===== src/rtl/interval_pkg.sv =====
`default_nettype none
// ============================================================================
//  Module      : interval_pkg
//  Description : Shared state encoding and constants for the interval generator.
//  Revision    : 1.0 - initial release
// ============================================================================
package interval_pkg;

    typedef enum logic [2:0] {
        IDLE     = 3'd0,
        START    = 3'd1,
        RUN      = 3'd2,
        GAP_WAIT = 3'd3,
        FINISH   = 3'd4
    } state_t;

    // Durations below this are promoted so every start is paired with a later stop.
    localparam int unsigned c_MIN_DURATION = 1;

endpackage
`default_nettype wire


===== src/rtl/interval_down_counter.sv =====
`default_nettype none
// ============================================================================
//  Module      : interval_down_counter
//  Description : Loadable down counter with zero flag; saturates at zero.
//  Revision    : 1.0 - initial release
// ============================================================================
module interval_down_counter #(
    parameter int WIDTH = 32
) (
    input  logic             clk,
    input  logic             rst,
    input  logic             load,
    input  logic [WIDTH-1:0] load_val,
    input  logic             dec,
    output logic [WIDTH-1:0] count,
    output logic             zero
);

    logic [WIDTH-1:0] r_count;

    // Load wins over decrement; decrement never wraps past zero.
    always_ff @(posedge clk or posedge rst) begin
        if (rst) begin
            r_count <= '0;
        end else if (load) begin
            r_count <= load_val;
        end else if (dec && (r_count != '0)) begin
            r_count <= r_count - WIDTH'(1);
        end
    end

    assign count = r_count;
    assign zero  = (r_count == '0);

endmodule
`default_nettype wire


===== src/rtl/interval_gen.sv =====
`default_nettype none
// ============================================================================
//  Module      : interval_gen
//  Description : Start/stop strobe initiator producing single, N-repeat or
//                free-running interval trains with abort support.
//  Revision    : 1.0 - initial release
// ============================================================================
module interval_gen
    import interval_pkg::*;
#(
    parameter int WIDTH = 32,
    parameter int RPT_W = 16,
    parameter int GAP   = 1
) (
    input  logic             clk,
    input  logic             rst,
    input  logic             cfg_valid,
    output logic             cfg_ready,
    input  logic [WIDTH-1:0] cfg_duration,
    input  logic [RPT_W-1:0] cfg_repeat,
    input  logic             abort,
    output logic             start,
    output logic             stop,
    output logic             busy,
    output logic             done,
    output logic             aborted,
    output logic [RPT_W-1:0] interval_idx,
    output logic [WIDTH-1:0] remaining
);

    // The stop cycle counts as the first gap cycle, so GAP_WAIT lasts GAP-1 cycles.
    localparam logic [WIDTH-1:0] c_GAP_LOAD = WIDTH'((GAP > 1) ? (GAP - 2) : 0);

    state_t           r_state;
    state_t           w_state_nxt;
    logic [WIDTH-1:0] r_dur;
    logic [RPT_W-1:0] r_rpt;
    logic [RPT_W-1:0] r_idx;
    logic             r_aborted;

    logic             w_accept;
    logic             w_idx_inc;
    logic             w_set_abort;
    logic             w_load;
    logic [WIDTH-1:0] w_load_val;
    logic             w_dec;
    logic [WIDTH-1:0] w_count;
    logic             w_zero;
    logic [WIDTH-1:0] w_dur_in;
    logic             w_last;

    assign w_dur_in = (cfg_duration < WIDTH'(c_MIN_DURATION)) ? WIDTH'(c_MIN_DURATION)
                                                              : cfg_duration;
    assign w_last   = (r_rpt != '0) && (r_idx == (r_rpt - RPT_W'(1)));

    interval_down_counter #(
        .WIDTH (WIDTH)
    ) u_counter (
        .clk      (clk),
        .rst      (rst),
        .load     (w_load),
        .load_val (w_load_val),
        .dec      (w_dec),
        .count    (w_count),
        .zero     (w_zero)
    );

    always_ff @(posedge clk or posedge rst) begin
        if (rst) begin
            r_state   <= IDLE;
            r_dur     <= '0;
            r_rpt     <= '0;
            r_idx     <= '0;
            r_aborted <= 1'b0;
        end else begin
            r_state <= w_state_nxt;
            if (w_accept) begin
                r_dur     <= w_dur_in;
                r_rpt     <= cfg_repeat;
                r_idx     <= '0;
                r_aborted <= 1'b0;
            end else begin
                if (w_idx_inc) begin
                    r_idx <= r_idx + RPT_W'(1);
                end
                if (w_set_abort) begin
                    r_aborted <= 1'b1;
                end
            end
        end
    end

    always_comb begin
        w_state_nxt = r_state;
        w_accept    = 1'b0;
        w_idx_inc   = 1'b0;
        w_set_abort = 1'b0;
        w_load      = 1'b0;
        w_load_val  = '0;
        w_dec       = 1'b0;
        start       = 1'b0;
        stop        = 1'b0;
        done        = 1'b0;

        case (r_state)
            IDLE: begin
                if (cfg_valid) begin
                    w_accept    = 1'b1;
                    w_load      = 1'b1;
                    w_load_val  = w_dur_in;
                    w_state_nxt = START;
                end
            end

            START: begin
                start       = 1'b1;
                w_dec       = 1'b1;
                w_state_nxt = RUN;
            end

            RUN: begin
                if (w_zero) begin
                    stop = 1'b1;
                    if (abort) begin
                        w_set_abort = 1'b1;
                    end
                    if (abort || r_aborted || w_last) begin
                        w_state_nxt = FINISH;
                    end else begin
                        w_idx_inc = 1'b1;
                        w_load    = 1'b1;
                        if (GAP > 1) begin
                            w_load_val  = c_GAP_LOAD;
                            w_state_nxt = GAP_WAIT;
                        end else begin
                            w_load_val  = r_dur;
                            w_state_nxt = START;
                        end
                    end
                end else if (abort) begin
                    // Forcing the counter to zero makes the stop land on the next cycle.
                    w_set_abort = 1'b1;
                    w_load      = 1'b1;
                    w_load_val  = '0;
                end else begin
                    w_dec = 1'b1;
                end
            end

            GAP_WAIT: begin
                if (abort) begin
                    w_set_abort = 1'b1;
                    w_state_nxt = FINISH;
                end else if (w_zero) begin
                    w_load      = 1'b1;
                    w_load_val  = r_dur;
                    w_state_nxt = START;
                end else begin
                    w_dec = 1'b1;
                end
            end

            FINISH: begin
                done        = 1'b1;
                w_state_nxt = IDLE;
            end

            default: begin
                w_state_nxt = IDLE;
            end
        endcase
    end

    assign cfg_ready    = (r_state == IDLE);
    assign busy         = (r_state == START) || (r_state == RUN) || (r_state == GAP_WAIT);
    assign aborted      = r_aborted;
    assign interval_idx = r_idx;
    assign remaining    = w_count;

endmodule
`default_nettype wire


===== config.mk =====
export PLATFORM = sky130hd
export DESIGN_NAME = interval_gen
export DESIGN_NICKNAME = d
export VERILOG_FILES = /design/src/rtl/interval_pkg.sv /design/src/rtl/interval_down_counter.sv /design/src/rtl/interval_gen.sv
export SDC_FILE = /design/constraint.sdc
export NUM_CORES = 1
export LEC_CHECK = 0
export ABC_AREA = 1
export CORE_ASPECT_RATIO = 1.5
export CORE_MARGIN = 2
export CORE_UTILIZATION = 55
export CTS_BUF_LIST = sky130_fd_sc_hd__clkbuf_8
export DETAILED_ROUTE_END_ITERATION = 8
export MAX_ROUTING_LAYER = met4
export PLACE_DENSITY = 0.81
export SKIP_CTS_REPAIR_TIMING = 1
export SLEW_MARGIN = 20
export SYNTH_ARGS = -nofsm -noshare
export SYNTH_HDL_FRONTEND = slang
export SYNTH_SLANG_ARGS = --single-unit

===== constraint.sdc =====
create_clock -name clk -period 4.05 [get_ports clk]
set_input_delay 0.81 -clock clk [delete_from_list [all_inputs] [get_ports clk]]
set_output_delay 0.81 -clock clk [all_outputs]
set_load 0.02 [all_outputs]

== Word-level counts from Yosys, hierarchy flattened ==
Cells that the tools add are included.
Cells by class
  add/sub/neg operators: 3
  order comparisons: 1
  equal/unequal tests: 8
  multiplexer cells: 38
  reductions and logical operators: 15
Operators with widths (count)
  two-way mux 32 bit: 8
  case mux 32 bit (3 select lines): 1
  zero test 32 bit: 1
  < comparator 32 x 1 -> 1 bit (second input constant): 1
  two-way mux 16 bit: 2
  nonzero test 32 bit: 1
  subtractor 32 x 1 -> 32 bit (second input constant): 1
  two-way mux 1 bit: 19
  adder 16 x 1 -> 16 bit (second input constant): 1
  equality test 16 bit: 1
  nonzero test 16 bit: 1
  subtractor 16 x 1 -> 16 bit (second input constant): 1
  two-way mux 3 bit: 5
  case mux 3 bit (4 select lines): 1
  equality test 3 x 2 -> 1 bit (second input constant): 2
  case mux 1 bit (3 select lines): 2
  nonzero test 2 bit: 3
  logical OR 1 bit: 4
  equality test 3 x 1 -> 1 bit (second input constant): 1
  equality test 3 bit (second input constant): 1
  zero test 3 bit: 1
  inequality test 3 x 2 -> 1 bit (second input constant): 1
  AND reduction 3 bit: 1
  logical AND 1 bit: 2
  other kinds (3): 3
Storage, ports and cells
  bits in registers: 100
  input bits: 52
  output and inout port bits: 54
  logic and storage cells: 71

== Depth between registers and ports, before layout ==
Gate-level depths: netlist of the first run.
  depth after elaboration: 9
  mapped depth: 19

== Hierarchy ==
From an unflattened synthesis of the first run, not the netlist that was laid out.
Second synthesis, totals
  cells, all modules: 1043
  area total of the unflattened synthesis: 6809.0 µm²
By module, submodules not included
  interval_gen: instances 1, cells each 627, area an instance 4289.1 µm², seq. area each 1701.6 µm²
  interval_down_counter: instances 1, cells each 416, area an instance 2519.9 µm², seq. area each 800.8 µm²

== Worst setup path after synthesis of the first run ==
Ideal clock, no wire load.
  kind: register to output
  from: register u_counter.r_count[0] (netlist: u_counter.count[0])
  to: output stop
  data arrival time: 1.667 ns
  required time: 3.240 ns
  path slack: 1.573 ns
  cell stages (with the launch flop): 9
  buffers on the path: 0
  path through: dfrtp_1 > inv_1 > ha_1 > nand3_2 > nor2_8 > nand2_1 > nor2_1 > inv_2 > nor2_1
On the way
  word-level cells in the longest chain between the ends: 3
RTL lines
  from (decl): RTL line interval_down_counter.sv:19  | logic [WIDTH-1:0] r_count;
  from (signal assigned): RTL line interval_down_counter.sv:26  | r_count <= load_val;
  from (signal assigned): RTL line interval_down_counter.sv:28  | r_count <= r_count - WIDTH'(1);
  zero test 32 bit: RTL line interval_down_counter.sv:33  | assign zero = (r_count == '0);
  two-way mux 1 bit: RTL line interval_gen.sv:122  | if (w_zero) begin
  two-way mux 1 bit: RTL line interval_gen.sv:105  | case (r_state)
  to (decl): RTL line interval_gen.sv:23  | output logic stop,
Every way passes these cells.

== Worst setup path after layout of the first run ==
  from: register u_counter.r_count[23] (netlist: u_counter.count[23])
  to: output stop
Same word-level chain as after synthesis.

==> out/results.ini, run 1 <==
[outcome]
status=finished clean

[sta]
timing.fmax_mhz=281
tightestPinTransition_ps=709
finalSetupViolCount=0
hold_viol=0
fin_crit_sh=0.880
tns_ps=0
relSlewSlack=0.527
slew_viol_final=0
setup_slack_ps=485
min_period_ps=3560
rsz0062_at_grt=false
clock_skew_ps=11.6

[setup_path]
r2r-start=u_counter.count[0]$_DFFE_PP0P_
path_class=register to output port
r2r_cells=15
cp_data_arrival_time_ps=2750
rrSetupSlack_ps=970
cp-end-kind=output port
r2r-end=u_counter.count[23]$_DFFE_PP0P_
worst_setup_path_start_kind=register
required_ps=3240
cp_max_fo=5

[placed_design]
hpwlAfterDp_mm=12.7
dp_slack_ps=925
dp.cells=1119
port_buffers=105
gp_congestion=0.961

[synth]
synth_top_family_by_area=simple AND/OR/NAND/NOR gates
async_reset_ff_frac=1.00
synth_seq_area_share=0.401
yosys_register_bits=100
avgSynthCellArea_um2=7.05
synth.distinct_cells=43
synth-edff-count=0
yosysWarnings=0
yosys.area_share.simple=0.386
synth_area_um2=6240
synth_ff_type=dfrtp_1
synth_compound_area_frac=0.0853
muxShareOfSynthArea=0
synth_xor_xnor_area_share=0.0435
syn_nets=940
synthCells=885
synthAdderAreaFrac=0.00602

[hold_path]
min-delay-start=r_dur[0]$_DFFE_PP0P_
min_path_cells=2
holdPathEnd=r_dur[0]$_DFFE_PP0P_
worst_hold_path_type=register to register

[global_routing]
first_global_vias=6097
grt_usage=0.292
grt_pass1_wl_mm=27.9
antenna_found_initial=0
grt_overflow=0
grt_max_degree=82

[route]
wire_per_inst_um=14.7
drtPass1Iterations=5
viasPerCell=5.37
drcViolationCount=0
dr.first_iter.drc_count=300
dr_total_vias=6091
routed_wl_mm=16.7
ant_nets=0

[die]
core_um2=11100
io_pins=106
rows=47
initial_utilization=0.564
die_x_um=91.0
die_area_um2=12200
die-height_um=134

[clock_tree]
clock_path_buffers=2
cts_num_sinks=100
cts_root_buf=clkbuf_8
cts_made_buffers=9
clk_pin_slew_worst_paths_ps=100
cts_tree=built
insertion_delay_ps=380
h-tree-depth=3

[layout]
nNetsFinal=1038
area_delta_synth_final_pct=21.9
final_cells=1135
num_antenna_cells=0
drive_gt1_frac=0.0719

[power]
powerDensity_nw_per_um2=749
irDropWorstVdd_mv=0.411
power_leakage_nw=3.55

[job]
drv_cap=0

[area by class of cell]
type / instances / area, um2
Timing Repair Buffer: 109 / 1110
Clock buffer: 10 / 138
Tap cell: 147 / 184
Inverter: 96 / 363
Multi-Input combinational cell: 667 / 3250
Clock inverter: 6 / 65.1
Fill cell: 1018 / 3450
Sequential cell: 100 / 2500
[worst max-delay path: stages (launching register included)]
cell,delay [ps]
dfrtp_1,420
nor2_1,300
nand4_1,200
nor2_1,180
nand2_1,80
nor2_1,270
inv_2,110
nor2_1,160
clkdlybuf4s50_1,640
[layer usage]
layer,up-vias,track usage,routed length (um)
met4,0,0.154,745
met1,2832,0.307,6450
li1,3023,-,-
met2,177,0.533,8990
met3,59,0.0343,528
met5,-,-,0
[how the worst max path moves through the flow]
stage | start | end | slack [ps] | depth (start not counted)
after floorplan | rst | aborted$_DFFE_PP0P_ | 620 | 1
after global placement | u_counter.count[23]$_DFFE_PP0P_ | stop | 900 | 8
after detailed placement | u_counter.count[23]$_DFFE_PP0P_ | stop | 920 | 8
after CTS | u_counter.count[23]$_DFFE_PP0P_ | stop | 490 | 8
after global routing | u_counter.count[0]$_DFFE_PP0P_ | stop | 350 | 9
final | u_counter.count[23]$_DFFE_PP0P_ | stop | 490 | 8
[cells in the mapped netlist, types with 13 or more instances]
cell type | number | area [um2]
nand2_1 | 230 | 863
nor2_1 | 148 | 556
dfrtp_1 | 100 | 2500
inv_1 | 91 | 342
nand3_1 | 66 | 330
o21ai_0 | 62 | 310
xor2_1 | 22 | 193
nor2_2 | 20 | 125
nor3_1 | 19 | 95.1
a21oi_1 | 13 | 65.1
nand4_1 | 13 | 81.3
[cell usage in the layout, fill, tap and decap left out, types with 5 or more instances in the layout]
cell type	count
nand2_1	230
clkbuf_8	10
xor2_1	22
inv_1	91
nand3b_1	5
nor4_1	11
nor3_1	19
dfrtp_1	100
inv_2	5
clkdlybuf4s50_1	105
a21oi_1	13
nor2_2	20
xnor2_1	9
o21ai_2	6
o21ai_0	62
o21ai_1	7
nand4_1	13
nand3_1	66
nor2_1	148
nand2_2	5
[power breakdown]
group	total (W)	switching (W)	leakage (nW)	internal (W)
logic	0.00309	0.00190	2.20	0.00119
clock network	0.000664	0.000362	0.0959	0.000301
registers	0.00194	0.000495	1.25	0.00144
[flip-flops by register name, summed over array words and instances, names as in the netlist]
name             flops
aborted              1
r_dur               32
u_counter.count     32
r_state              3
interval_idx        16
r_rpt               16
[cells by family (layout without fill, tap and decap cells)]
family | count (synthesis) | after routing
AO/OA/AOI/OAI | 96 | 96
XOR/XNOR | 31 | 31
adder cells (fa/ha/maj) | 3 | 3
buffers and inverters | 118 | 221
flip-flops | 100 | 100
AND/OR/NAND/NOR | 537 | 537
[through the flow]
step / power (W) / hold slack [ps] / utilization / instance area [um2]
6_report: 0.00569 / 497 / 0.688 / 7610
5_1_grt: 0.00619 / 506 / 0.688 / 7610
4_1_cts: 0.00571 / 495 / 0.688 / 7610
3_5_place_dp: 0.00504 / 471 / 0.670 / 7400
3_3_place_gp: 0.00497 / 463 / 0.670 / 7400
2_1_floorplan: 0.00401 / 450 / - / 6240
No activity file was read; power rests on OpenSTA's default activity.
==> inputs of run 2 (changes only) <==
GPL_TIMING_DRIVEN = 0   (was unset)
==> run 2 against run 1 <==
  * Critical path depth rose by 1
  * Flip-flop and latch count did not move
  * Wire length rose by 6.3%
  * Combinational power rose by 4%
  * Design area rose by 1.1%
  * Sequential share of layout area fell by 0.35 points
  * Core utilization rose by 0.75 points
  * Non-clock buffer count rose by 19
  * Register-to-register slack improved by 100 ps
  * Clock skew fell by 3.0 ps
  * Total power rose by 1.4%
  * Clock-buffer cell count fell by 1
  * Critical endpoint unchanged
  * Largest power group unchanged
==> out/results.ini, run 2 (synthesized netlist as in run 1, its figures left out) <==
[outcome]
status=finished clean  ; unchanged

[clock_tree]
insertion_delay_ps=380  ; about the same
clk_pin_slew_worst_paths_ps=110  ; was 100 ps
cts_root_buf=clkbuf_8  ; unchanged
h-tree-depth=3  ; unchanged
cts_tree=built  ; unchanged
cts_num_sinks=100  ; unchanged
clock_path_buffers=2  ; unchanged
cts_made_buffers=9  ; unchanged

[layout]
fillers=1000  ; was 1018
multiInputGateArea_um2=3250  ; unchanged
nNetsFinal=1057  ; was 1038
final_cell_mix=nand2_1 (230), nor2_1 (148), clkdlybuf4s50_1 (105)  ; unchanged
final_cells=1154  ; was 1135
area_delta_synth_final_pct=23.3  ; was 21.9%
regArea_um2=2500  ; unchanged
num_antenna_cells=0  ; unchanged
final_core_util=0.695  ; was 0.688
final_common_cell=nand2_1  ; unchanged
drive_gt1_frac=0.0775  ; was 0.0719
final_area_um2=7690  ; was 7610 um2

[global_routing]
antenna_found_initial=0  ; unchanged
grt_max_degree=65  ; was 82
grt_pass1_wl_mm=28.4  ; was 27.9 mm
first_global_vias=6019  ; was 6097
grt_overflow=0  ; unchanged
grt_usage=0.304  ; was 0.292

[setup_path]
path_class=register to output port  ; unchanged
crit_path_frequent_cell=nor2_1  ; unchanged
r2r-end=u_counter.count[6]$_DFFE_PP0P_  ; was u_counter.count[23]$_DFFE_PP0P_
crit_slowest_cell=clkdlybuf4s50_1  ; unchanged
cp-end-kind=output port  ; unchanged
r2r-start=r_rpt[0]$_DFFE_PP0P_  ; was u_counter.count[0]$_DFFE_PP0P_
crit_start=u_counter.count[0]$_DFFE_PP0P_  ; was u_counter.count[23]$_DFFE_PP0P_
r2r_cells=18  ; was 15
required_ps=3240  ; about the same
worst_setup_path_start_kind=register  ; unchanged
rrSetupSlack_ps=1070  ; was 970 ps
cp_data_arrival_time_ps=2870  ; was 2750 ps
path_cells=inv_1, ha_1, nand3_2, nor2_8, nand2_1, nor2_1, inv_2, nor2_1, clkdlybuf4s50_1  ; was nor2_1, nand4_1, nor2_1, nand2_1, nor2_1, inv_2, nor2_1, clkdlybuf4s50_1
cp_max_fo=8  ; was 5
critical_path.max_stage_delay_ps=630  ; was 640 ps

[sta]
hold_viol=0  ; unchanged
relSlewSlack=0.517  ; was 0.527
finalSetupViolCount=0  ; unchanged
tightestPinTransition_ps=725  ; was 709 ps
setup_slack_ps=374  ; was 485 ps
rsz0062_at_grt=false  ; unchanged
fin_crit_sh=0.908  ; was 0.880
min_period_ps=3680  ; was 3560 ps
clock_skew_ps=8.55  ; was 11.6 ps
slew_viol_final=0  ; unchanged
timing.fmax_mhz=272  ; was 281 MHz

[hold_path]
min_path_cells=2  ; unchanged
min-delay-start=r_dur[9]$_DFFE_PP0P_  ; was r_dur[0]$_DFFE_PP0P_
holdPathEnd=r_dur[9]$_DFFE_PP0P_  ; was r_dur[0]$_DFFE_PP0P_
worst_hold_path_type=register to register  ; unchanged

[placed_design]
place_area_um2=7500  ; was 7400 um2
port_buffers=105  ; unchanged
dp.cells=1138  ; was 1119
gp_congestion=0.933  ; was 0.961
dp_slack_ps=807  ; was 925 ps
hpwlAfterDp_mm=13.6  ; was 12.7 mm

[power]
seqPwrFrac=0.334  ; was 0.341
p_clk_frac=0.110  ; was 0.117
finalPower_w=0.00577  ; was 0.00569 W
irDropWorstVdd_mv=0.498  ; was 0.411 mV
combPwrFrac=0.556  ; was 0.543
intPower_w=0.00292  ; was 0.00294 W
power_leakage_nw=3.59  ; was 3.55 nW
switching_power_w=0.00286  ; was 0.00275 W
swShare=0.495  ; was 0.484
powerDensity_nw_per_um2=751  ; was 749 nW/um2

[route]
dr_total_vias=6168  ; was 6091
drtPass1Iterations=5  ; unchanged
dr.first_iter.drc_count=394  ; was 300
wire_per_inst_um=15.4  ; was 14.7 um
drcViolationCount=0  ; unchanged
ant_nets=0  ; unchanged
viasPerCell=5.34  ; was 5.37
routed_wl_mm=17.8  ; was 16.7 mm

[die]
io_pins=106  ; unchanged
initial_utilization=0.564  ; unchanged
die-height_um=134  ; unchanged
die_area_um2=12200  ; unchanged
rows=47  ; unchanged
core_um2=11100  ; unchanged
die_x_um=91.0  ; unchanged

[job]
drv_cap=0  ; unchanged

run 2: changes by cell type in the layout (fill, tap and decap cells not counted), moves of 2 or more:
cell,delta
buf_12,-2
buf_1,+2
inv_6,+2
buf_2,+2
buf_6,+4
clkbuf_1,+11
inv_8,+2
run 2: metrics by stage:
stage | TNS (ps) | hold WS, ps
after floorplan | 0 | 450
after global placement | -98550 | 463
after detailed placement | 0 | 467
after CTS | 0 | 493
after global routing | 0 | 520
final | 0 | 493
run 2: how the worst max path moves through the flow:
stage / end / slack, ps / cells past startpoint
after floorplan: aborted$_DFFE_PP0P_ / 620 / 1
after global placement: u_counter.count[21]$_DFFE_PP0P_ / -990 / 2
after detailed placement: stop / 810 / 9
after CTS: stop / 380 / 9
after global routing: stop / 260 / 9
final: stop / 370 / 9
run 2: power by group through the flow:
stage	clock, W	sequential [W]	combinational, W
final	0.000634	0.00193	0.00321
after global routing	0.000684	0.00198	0.00356
after CTS	0.000644	0.00191	0.00321
after detailed placement	0	0.00192	0.00320
after global placement	0	0.00193	0.00312
after floorplan	0	0.00205	0.00196
run 2: per-layer routing:
layer,vias to the layer above,share of wire,routed length [um],track usage
met3,56,0.051,914,0.0410
met5,-,0,0,-
li1,3065,-,-,-
met1,2826,0.38,6730,0.325
met2,221,0.52,9300,0.542
met4,0,0.047,835,0.161
run 2: worst max-delay path, delay by kind of cell, from the launching register on:
family | cells | cell delay [ps]
adder cells (fa/ha/maj) | 1 | 220
buffers and inverters | 3 | 860
flip-flops | 1 | 450
AND/OR/NAND/NOR | 5 | 960
run 2: final cells by class:
class                   instances  share of cell area
plain buffers                  22              0.0164
clock buffers                   9              0.0161
clock inverters                 7             0.00781
inverters                      96              0.0475
multi-input cells             667               0.422
flip-flops and latches        100               0.325
well taps                     147              0.0239
repair buffers                106               0.140
==> inputs of run 3 (changes only) <==
DONT_BUFFER_PORTS = 1   (was unset)
PLACE_DENSITY = 0.69   (was 0.81)
==> run 3 against run 2 <==
  * Total power is 6.2% lower
  * Highest routed layer unchanged
  * Largest cell class unchanged
  * Design area decreased by 13%
  * Non-clock buffer count shrank 105
  * Clock-buffer cell count unchanged
==> out/results.ini, run 3 (synthesized netlist as in run 1, its figures left out) <==
[clock_tree]
cts_root_buf=clkbuf_8  ; unchanged
h-tree-depth=3  ; unchanged
clock_path_buffers=2  ; unchanged
cts_tree=built  ; unchanged
cts_num_sinks=100  ; unchanged
insertion_delay_ps=380  ; about the same
cts_made_buffers=9  ; unchanged
clk_pin_slew_worst_paths_ps=100  ; was 110 ps

[setup_path]
cp_max_fo=5  ; was 8
path_class=register to output port  ; unchanged
cp_data_arrival_time_ps=2450  ; was 2870 ps
cp-end-kind=output port  ; unchanged
required_ps=3240  ; about the same
worst_setup_path_start_kind=register  ; unchanged

[hold_path]
worst_hold_path_type=input port to async pin  ; was register to register

[power]
powerDensity_nw_per_um2=813  ; was 751 nW/um2
power_leakage_nw=3.21  ; was 3.59 nW
irDropWorstVdd_mv=0.452  ; was 0.498 mV

[layout]
regArea_um2=2500  ; unchanged
final_common_cell=nand2_1  ; unchanged
drive_gt1_frac=0.0844  ; was 0.0775
final_cell_mix=nand2_1 (230), nor2_1 (148), dfrtp_1 (100)  ; was nand2_1 (230), nor2_1 (148), clkdlybuf4s50_1 (105)
multiInputGateArea_um2=3250  ; unchanged
nNetsFinal=952  ; was 1057
fillers=1097  ; was 1000
final_cells=1048  ; was 1154
final_core_util=0.602  ; was 0.695
num_antenna_cells=0  ; unchanged
area_delta_synth_final_pct=6.76  ; was 23.3%

[global_routing]
grt_overflow=0  ; unchanged
antenna_found_initial=0  ; unchanged
use_met3=0.0674  ; was 0.0410
grt_pass1_wl_mm=29.6  ; was 28.4 mm
busiest_layer=met2  ; unchanged
grt_max_degree=71  ; was 65
grt_use_met2=0.608  ; was 0.542
met1_usage=0.314  ; was 0.325
first_global_vias=5865  ; was 6019
grt_usage=0.323  ; was 0.304

[sta]
fin_hold_ws_ps=248  ; was 493 ps
finalSetupViolCount=0  ; unchanged
fin_crit_sh=0.804  ; was 0.908
min_period_ps=3260  ; was 3680 ps
clock_skew_ps=13.6  ; was 8.55 ps
relSlewSlack=0.503  ; was 0.517
timing.fmax_mhz=307  ; was 272 MHz
setup_slack_ps=794  ; was 374 ps
tns_ps=0  ; unchanged
slew_viol_final=0  ; unchanged
rsz0062_at_grt=false  ; unchanged
tightestPinTransition_ps=739  ; was 725 ps
hold_viol=0  ; unchanged

[placed_design]
dp.cells=1033  ; was 1138
dp_slack_ps=917  ; was 807 ps
gp_congestion=0.937  ; was 0.933
port_buffers=0  ; was 105
hpwlAfterDp_mm=14.4  ; was 13.6 mm

[route]
dr_total_vias=5786  ; was 6168
drcViolationCount=0  ; unchanged
viasPerCell=5.52  ; was 5.34
dr.first_iter.drc_count=332  ; was 394
ant_nets=0  ; unchanged
drtPass1Iterations=5  ; unchanged
routed_wl_mm=18.4  ; was 17.8 mm
wire_per_inst_um=17.6  ; was 15.4 um

[die]
die_area_um2=12200  ; unchanged
initial_utilization=0.564  ; unchanged
core_um2=11100  ; unchanged
rows=47  ; unchanged
io_pins=106  ; unchanged
die-height_um=134  ; unchanged
die_x_um=91.0  ; unchanged

[job]
drv_cap=0  ; unchanged

[outcome]
status=finished clean  ; unchanged

## run 3: cell types whose count changed in the layout (fill, tap and decap cells not counted), sizes merged
cell,previous run,this run
inv,99,97
clkinvlp,2,1
bufinv,0,2
clkdlybuf4s50,105,0
## run 3: layer usage
layer	vias to the layer above	routed length [um]
met3	48	1170
li1	2850	-
met4	0	551
met5	-	0
met1	2722	6420
met2	166	10300
## run 3: final timing paths
check / startpoint / endpoint / slack (ps) / depth (start not counted)
worst max-delay path: u_counter.count[23]$_DFFE_PP0P_ / stop / 790 / 7
worst min-delay path: rst / interval_idx[0]$_DFFE_PP0P_ / 250 / 1
worst max register to register: r_rpt[0]$_DFFE_PP0P_ / u_counter.count[16]$_DFFE_PP0P_ / 880 / 18
worst min register to register: r_dur[13]$_DFFE_PP0P_ / r_dur[13]$_DFFE_PP0P_ / 490 / 2
max in group asynchronous: rst / r_rpt[13]$_DFFE_PP0P_ / 3140 / 2
min in group clk: r_dur[13]$_DFFE_PP0P_ / r_dur[13]$_DFFE_PP0P_ / 490 / 2
## run 3: power by group
part,internal [W],switching [W],total [W]
registers,0.00144,0.000747,0.00218
clock network,0.000341,0.000361,0.000702
logic,0.000857,0.00167,0.00252
## run 3: worst max-delay path: stages, from the launching register on
cell,delay [ps]
dfrtp_1,500
nor2_1,330
nand4_1,220
nor2_1,190
nand2_1,80
nor2_1,280
inv_2,110
nor2_1,360
## run 3: per-stage QoR
stage               power [W]  cell area, um2
floorplan             0.00401            6240
finish                0.00541            6660
global route          0.00588            6660
CTS                   0.00543            6660
detailed placement    0.00472            6450
global placement      0.00464            6420
## run 3: area by class of cell
cell class	count	area share
tap	147	0.0276
inverter	96	0.0549
clock buffer	9	0.0186
clock inverter	6	0.0122
sequential	100	0.376
multi-input combinational	667	0.488
buffer	22	0.0190
timing repair buffer	1	0.00413
